[config.mk]
export PLATFORM = sky130hd
export DESIGN_NAME = dma_read_streamer
export DESIGN_NICKNAME = d
export VERILOG_FILES = /design/src/rtl/dma_read_streamer.sv
export SDC_FILE = /design/constraint.sdc
export NUM_CORES = 2
export LEC_CHECK = 0
export ABC_AREA = 1
export BUFFER_PORTS_ARGS = -buffer_cell sky130_fd_sc_hd__clkbuf_2
export CAP_MARGIN = 10
export CELL_PAD_IN_SITES_DETAIL_PLACEMENT = 1
export CELL_PAD_IN_SITES_GLOBAL_PLACEMENT = 1
export CORE_AREA = 2 2 462 464
export DETAILED_ROUTE_END_ITERATION = 10
export DIE_AREA = 0 0 464 466
export PLACE_DENSITY_LB_ADDON = 0.2
export SYNTH_ARGS = -nofsm -noshare
export SYNTH_HDL_FRONTEND = slang
export SYNTH_SLANG_ARGS = --single-unit
[constraint.sdc]
create_clock -name clk -period 4.6 [get_ports clk]
set_input_delay 0.69 -clock clk [delete_from_list [all_inputs] [get_ports clk]]
set_output_delay 0.69 -clock clk [all_outputs]
set_load 0.005 [all_outputs]
[src/rtl/dma_read_streamer.sv]
// Streams num_lines cache lines from host memory into a downstream fifobram.
// Optional issue-stall counter is built when DMA_READ_STALL_COUNT_EN is defined.
module dma_read_streamer #(
  parameter int LOG2_DEPTH      = 9,
  parameter int MAX_OUTSTANDING = 496
) (
  input  logic                  clk,
  input  logic                  reset,
  input  logic                  start,
  input  logic [41:0]           addr,
  input  logic [31:0]           num_lines,
  output logic                  idle,
  output logic                  active,
  output logic                  done,
  output logic                  tx_re,
  output logic [41:0]           tx_raddr,
  output logic [1:0]            tx_rlength,
  input  logic                  rx_rvalid,
  input  logic [511:0]          rx_rdata,
  input  logic                  rx_almostfull,
  output logic                  out_we,
  output logic [LOG2_DEPTH-1:0] out_waddr,
  output logic [511:0]          out_wdata,
  input  logic                  out_almostfull,
  output logic [31:0]           stall_cycles
);

  typedef enum logic [1:0] {S_IDLE, S_REQUEST, S_WAIT, S_DONE} state_t;

  state_t      state_reg;
  logic [41:0] base_reg;
  logic [31:0] lines_reg;
  logic [31:0] issued_reg;
  logic [31:0] written_reg;
  logic [31:0] outstanding_reg;

  logic start_ok;
  logic issue;
  logic accept;
  logic last_issue;
  logic last_write;

  always_comb begin
    start_ok   = start && (state_reg == S_IDLE || state_reg == S_DONE);
    issue      = (state_reg == S_REQUEST) &&
                 (outstanding_reg < 32'(MAX_OUTSTANDING)) &&
                 !rx_almostfull && !out_almostfull;
    // Responses outside a running job belong to an abandoned job and are dropped.
    accept     = rx_rvalid && (state_reg == S_REQUEST || state_reg == S_WAIT);
    last_issue = issue && (issued_reg == lines_reg - 32'd1);
    last_write = accept && (written_reg == lines_reg - 32'd1);
  end

  assign idle       = (state_reg == S_IDLE);
  assign active     = (state_reg == S_REQUEST) || (state_reg == S_WAIT);
  assign done       = (state_reg == S_DONE);
  assign tx_rlength = 2'b00;

  always_ff @(posedge clk) begin
    if (reset) begin
      state_reg       <= S_IDLE;
      base_reg        <= '0;
      lines_reg       <= '0;
      issued_reg      <= '0;
      written_reg     <= '0;
      outstanding_reg <= '0;
      tx_re           <= 1'b0;
      tx_raddr        <= '0;
      out_we          <= 1'b0;
      out_waddr       <= '0;
      out_wdata       <= '0;
    end else begin
      tx_re  <= issue;
      out_we <= accept;

      if (issue) begin
        tx_raddr   <= base_reg + 42'(issued_reg);
        issued_reg <= issued_reg + 32'd1;
      end

      if (accept) begin
        out_wdata   <= rx_rdata;
        out_waddr   <= written_reg[LOG2_DEPTH-1:0];
        written_reg <= written_reg + 32'd1;
      end

      case ({issue, accept})
        2'b10:   outstanding_reg <= outstanding_reg + 32'd1;
        2'b01:   outstanding_reg <= outstanding_reg - 32'd1;
        default: outstanding_reg <= outstanding_reg;
      endcase

      case (state_reg)
        S_IDLE, S_DONE: begin
          if (start_ok) begin
            base_reg        <= addr;
            lines_reg       <= num_lines;
            issued_reg      <= '0;
            written_reg     <= '0;
            outstanding_reg <= '0;
            out_waddr       <= '0;
            state_reg       <= (num_lines == 32'd0) ? S_DONE : S_REQUEST;
          end
        end
        S_REQUEST: if (last_issue) state_reg <= S_WAIT;
        S_WAIT:    if (last_write) state_reg <= S_DONE;
        default:   state_reg <= S_IDLE;
      endcase
    end
  end

`ifdef DMA_READ_STALL_COUNT_EN
  logic [31:0] stall_reg;

  always_ff @(posedge clk) begin
    if (reset) begin
      stall_reg <= '0;
    end else if (start_ok) begin
      stall_reg <= '0;
    end else if (state_reg == S_REQUEST && !issue && stall_reg != 32'hFFFF_FFFF) begin
      stall_reg <= stall_reg + 32'd1;
    end
  end

  assign stall_cycles = stall_reg;
`else
  assign stall_cycles = 32'd0;
`endif

endmodule

Word-level counts from Yosys, hierarchy flattened
Cells that the tools add are included.

cells by class
  add/sub/neg operators = 6
  magnitude comparators = 1
  equality and inequality tests = 10
  mux-type cells = 17
  reduce and logical (&&, ||, !) cells = 16

operators with widths
  kind                                                         count
  two-way mux 32 bit                                           8
  adder 32 x 1 -> 32 bit, second input constant                3
  == test 32 bit                                               2
  case mux 32 bit (2 select lines)                             1
  subtractor 32 x 1 -> 32 bit, second input constant           2
  adder 42 x 32 -> 42 bit                                      1
  logical NOT 32 bit                                           1
  less-than comparator 32 x 9 -> 1 bit, second input constant  1
  two-way mux 9 bit                                            3
  two-way mux 2 bit                                            4
  logical AND 1 bit                                            7
  == test 2 bit, second input constant                         3
  != test 2 bit, second input constant                         3
  case mux 2 bit (3 select lines)                              1
  == test 2 x 1 -> 1 bit, second input constant                2
  AND reduction 3 bit                                          1
  logical NOT 1 bit                                            2
  logical NOT 2 bit                                            1
  logical OR 1 bit                                             2
  AND reduction 2 bit                                          1
  OR reduction 2 bit                                           1

word-level totals
  bits in registers = 737
  bits of input ports = 592

Depth between registers and ports, before layout
  depth after elaboration = 8
  mapped depth = 28
  depth with buffers taken out = 28

Worst setup path before layout
Ideal clock, no wire load.

  path type = register to register
  start point = register state_reg[0]
  end point = register outstanding_reg[26]
  setup time = 115 ps
  arrival = 3520 ps
  required time = 4485 ps
  path slack = 964 ps
  cell stages (with the launch flop) = 27
  buffers on the path = 2
  clock period less this slack = 3636 ps
  cells stage by stage = dfxtp_1 inv_1 ha_1 nand2_2 clkinv_2 clkbuf_1 buf_1 ha_1 inv_1 nand2_1 nand2_1 inv_1 ha_1 o21bai_1 nand3_1 o21ai_1 a21oi_1 o21ai_1 nand2_1 nand2_1 nand2_1 nand2_1 nand2_1 nand2_1 nor2_1 o21ai_0 inv_1

on the way
  elaborated cells between the ends (all ways) = 17
  classes of those cells = eq/ne (5); mux (3); reduce/logical (9)

RTL lines
  item                                                     line  source
  start: declaration                                       30    state_t state_reg;
  start signal: assignment                                 102   state_reg <= (num_lines == 32'd0) ? S_DONE : S_REQUEST;
  == test 2 x 1 -> 1 bit or == test 2 bit (tied branches)  n/a
  logical OR 1 bit *                                       n/a
  named net active                                         13    output logic active,
  logical AND 1 bit *                                      49    accept = rx_rvalid && (state_reg == S_REQUEST || state_reg == S_WAIT);
  named net accept                                         39    logic accept;
  == test 2 x 1 -> 1 bit or == test 2 bit (tied branches)  87    case ({issue, accept})
  case mux 32 bit (2 select lines) *                       87
  two-way mux 32 bit                                       95    if (start_ok) begin
  two-way mux 32 bit *                                     93    case (state_reg)
  end signal: assignment                                   88    2'b10: outstanding_reg <= outstanding_reg + 32'd1;
  end signal: assignment                                   89    2'b01: outstanding_reg <= outstanding_reg - 32'd1;
  end signal: assignment                                   90    default: outstanding_reg <= outstanding_reg;
  end: declaration                                         35    logic [31:0] outstanding_reg;

Mark *: on every way through the listed nets, which the timed path passes. The rest lies on a longest branch.
A chain may end at the register's enable or synchronous reset.

Worst setup path in the final report
  start point = register state_reg[1]
  end point = register outstanding_reg[29]

on the way
  cells in the longest elaborated chain, start to end = 8
  elaborated cells between the ends (all ways) = 17
  classes of those cells = eq/ne (5); mux (3); reduce/logical (9)

ends and longest elaborated chain
  item                                                     line    source
  == test 2 x 1 -> 1 bit                                   45, 49
  logical AND 1 bit                                        45      issue = (state_reg == S_REQUEST) &&
  logical AND 1 bit                                        46      (outstanding_reg < 32'(MAX_OUTSTANDING)) &&
  logical AND 1 bit                                        47      !rx_almostfull && !out_almostfull;
  == test 2 x 1 -> 1 bit or == test 2 bit (tied branches)  87
  case mux 32 bit (2 select lines)                         87
  two-way mux 32 bit                                       95
  two-way mux 32 bit *                                     93

Mark *: on every way between the ends. The rest lies on a longest branch, timed or not.

==> summary.md <==
| Metric | Value |
|---|---|
| Status | finished, final reports clean |
| Worst Path Buf+Inv | 7 |
| Yosys cell types | 55 |
| Worst setup margin | 0.5681 ns |
| Post-place setup slack | 0.5349 ns |
| WL/cell | 21.93 um |
| Sequential share of power | 32.7% |
| Layout cells sized above 1 | 24.11% |
| Internal Pwr Total | 0.01708 W |
| DRC | 0 |
| Number of synthesized flops with an enable pin | 0 |
| Commonest non-fill, non-tap cell in the layout | nor2_1 |
| Max FFs per register | 512 |
| Synth Cell Area | 33190 um^2 |
| GR Overflow Total | 0 |
| Layout Nets | 6520 |
| Die W | 464 um |
| Crit-path leading delay family | simple AND/OR/NAND/NOR gates |
| Fin crit period | 4.032 ns |
| Iter 0 DRT Violations | 1769 |
| Clock Path Buffers | 3 |
| Ys Warns | 0 |
| Cell count after synthesis | 4811 |
| Max Slew Vio Count | 0 |
| Worst slew pin tran | 1.343 ns |
| Setup bufs post-CTS | 0 |
| Most frequent cells in the layout | nor2_1 (1369), clkbuf_2 (1159), dfxtp_1 (737), o21ai_0 (704), nand2_1 (570) |
| Worst endpoint data arrival time | 4.67 ns |
| Final non-filler cell total | 8812 |
| Initial antenna violation count | 78 |
| CTS tree | built |
| Total number of vias | 36460 |
| Die area | 216200 um^2 |
| Leakage | 20.60 nW |
| Fin crit share | 87.65% |
| Rel. slew slack | 9.542% |
| Largest net degree at the start of global routing | 170 |
| Critical path capture point type | flop |
| Worst-path clk slew | 0.06 ns |
| Fillers | 26050 |
| Worst Path Max Fanout | 24 |
| Max Used Layer | met5 |
| Final Hold Vio Count | 0 |
| Largest stage delay on the critical path | 0.37 ns |
| Comb pwr share | 39.8% |
| VDD IR-drop max | 0.0003701 V |
| GP Congestion | 0.8604 |
| Avg Inst Size Synth | 6.899 um^2 |
| Top_reg_cell synth | dfxtp_1 |
| Routed vias/inst | 4.137 |
| RSZ-0062 raised after global routing | false |
| TritonRoute pass-1 iters | 5 |
| Critical path, cell by cell | inv_1, ha_1, nand2_1, nor3_1, buf_4, nand2_1, nor2_4, inv_2, ha_1, buf_4, nand2_1, inv_1, nor2_1, inv_1, nor2_1, nand2_1, o21ai_1, nand2_1, nand2_1, nand3_1, o21ai_1, nor2_1, o21ai_1, inv_1 |
| H-tree lvl count | 3 |
| CP dominant cell by count | nand2_1 |
| Total Power | 0.02977 W |
| Skew final | 0.03307 ns |
| Dominant cell type by area after synthesis | dfxtp_1 |
| Core area | 211200 um^2 |
| # resized after CTS | 0 |
| Req. time, crit path | 5.24 ns |
| Std-Cell Rows | 169 |
| Cts hold-fix bufs | 0 |
| Cell area power density | 654.3 nW/um^2 |
| CTS Buf Count | 100 |
| Port Buffer Count | 1159 |
| Placed cell count | 8601 |
| Reg2Reg Setup Slack | 0.57 ns |
| Hold WS | 0.1738 ns |
| Total negative slack | 0 ns |
| Area contributors post-synth | dfxtp_1 (44%), nor2_1 (16%), o21ai_0 (11%), nand2_1 (6.4%), inv_1 (4.0%) |
| All-Layer GR Usage | 17.20% |
| Area Growth Syn to Fin | 37.09% |
| Synth async-reset ratio | 0% |
| Routed Antenna Nets | 0 |
| Clk network pwr share | 27.5% |
| Switch share | 42.64% |
| Met1 WL | 85990 um |
| Vias in the first global route | 36900 |
| Clock insertion delay at the later pin of the skew report | 0.75 ns |
| Top cell type's share of synthesized area | 44.45% |
| Dpl hpwl | 154500 um |
| Setup-failing EPs final | 0 |
| Starting Density | 15.71% |
| IO Pins | 1194 |
| Max Cap Violations | 0 |
| Yosys reg bits | 737 |
| Wirelength, routed | 193200 um |
| First-pass GRT wire length | 273200 um |
| Setup crit start kind | flop |
| Crit path kind | reg2reg |
| FMAX | 0.2480 GHz |
| Seq/Total Area, Yosys | 44.45% |
| Switch Pwr | 0.01270 W |
| Wire length on met3 | 12730 um |
| CTS Root Buffer Type | clkbuf_16 |
| Met2 Wirelength | 89430 um |
| Worst hold path type | in2reg |
| Die height | 466 um |
| Slowest CP cell | o21ai_1 |
| Number of clock sinks | 737 |
final timing paths:
check,start,to,cells past startpoint
worst max register to register,state_reg[1],outstanding_reg[29],24
worst min register to register,out_wdata[331],out_wdata[331],2
worst min-delay path,addr[17],base_reg[17],3
worst max-delay path,state_reg[1],outstanding_reg[29],24
synthesized netlist by cell type, drive strengths merged, types with 15 or more instances:
cell type	n
nor3	74
ha	44
xnor2	18
nor4	27
nand4	43
nand2	574
dfxtp	737
nand3	178
a21oi	203
o21bai	15
o21ai	721
buf	48
xor2	48
nor2	1398
o211ai	16
clkbuf	229
inv	358
power by group through the flow:
stage          logic, W  clock network (W)  registers (W)
3_3_place_gp     0.0120                  0        0.00980
3_5_place_dp     0.0120                  0        0.00987
5_1_grt          0.0134            0.00884        0.00999
4_1_cts          0.0121            0.00856        0.00975
6_report         0.0118            0.00820        0.00973
2_1_floorplan   0.00639                  0        0.00965
stage by stage:
step | util [%] | cell area [um^2]
2_1_floorplan | - | 33310
3_3_place_gp | 19.89 | 42010
3_5_place_dp | 19.89 | 42010
4_1_cts | 21.50 | 45430
5_1_grt | 21.52 | 45460
6_report | 21.54 | 45500
cell families after synthesis:
| group | synth area share (%) |
|---|---|
| AND/OR/NAND/NOR | 28.43 |
| AO/OA/AOI/OAI | 15.92 |
| flip-flops | 44.45 |
| buffers and inverters | 7.660 |
| XOR/XNOR | 1.809 |
| adder cells (fa/ha/maj) | 1.719 |
| other | 0.01130 |
final cells by class:
type | instances | area [um^2] | area share, %
clock buffers | 148 | 2964 | 6.514
inverters | 360 | 1376 | 3.025
multi-input cells | 3470 | 16050 | 35.27
clock inverters | 35 | 449.2 | 0.9872
repair buffers | 1214 | 6314 | 13.88
flip-flops and latches | 737 | 14750 | 32.43
diodes | 27 | 67.56 | 0.1485
well taps | 2821 | 3530 | 7.757
routing by layer:
| layer | up-vias | GRT usage (%) |
|---|---|---|
| li1 | 17710 | - |
| met1 | 17430 | 21.94 |
| met2 | 1031 | 28.02 |
| met3 | 263 | 4.751 |
| met4 | 24 | 5.320 |
| met5 | - | 0 |
worst register-to-register path, stage by stage (launching register included):
cell and delay [ns]:
dfxtp_1 0.33, inv_1 0.11, ha_1 0.25, nand2_1 0.18, nor3_1 0.19, buf_4 0.15, nand2_1 0.10, nor2_4 0.15
inv_2 0.05, ha_1 0.22, buf_4 0.24, nand2_1 0.13, inv_1 0.04, nor2_1 0.15, inv_1 0.08, nor2_1 0.18
nand2_1 0.08, o21ai_1 0.37, nand2_1 0.10, nand2_1 0.14, nand3_1 0.17, o21ai_1 0.28, nor2_1 0.07, o21ai_1 0.13
inv_1 0.04
(Power assumes the default switching activity.)
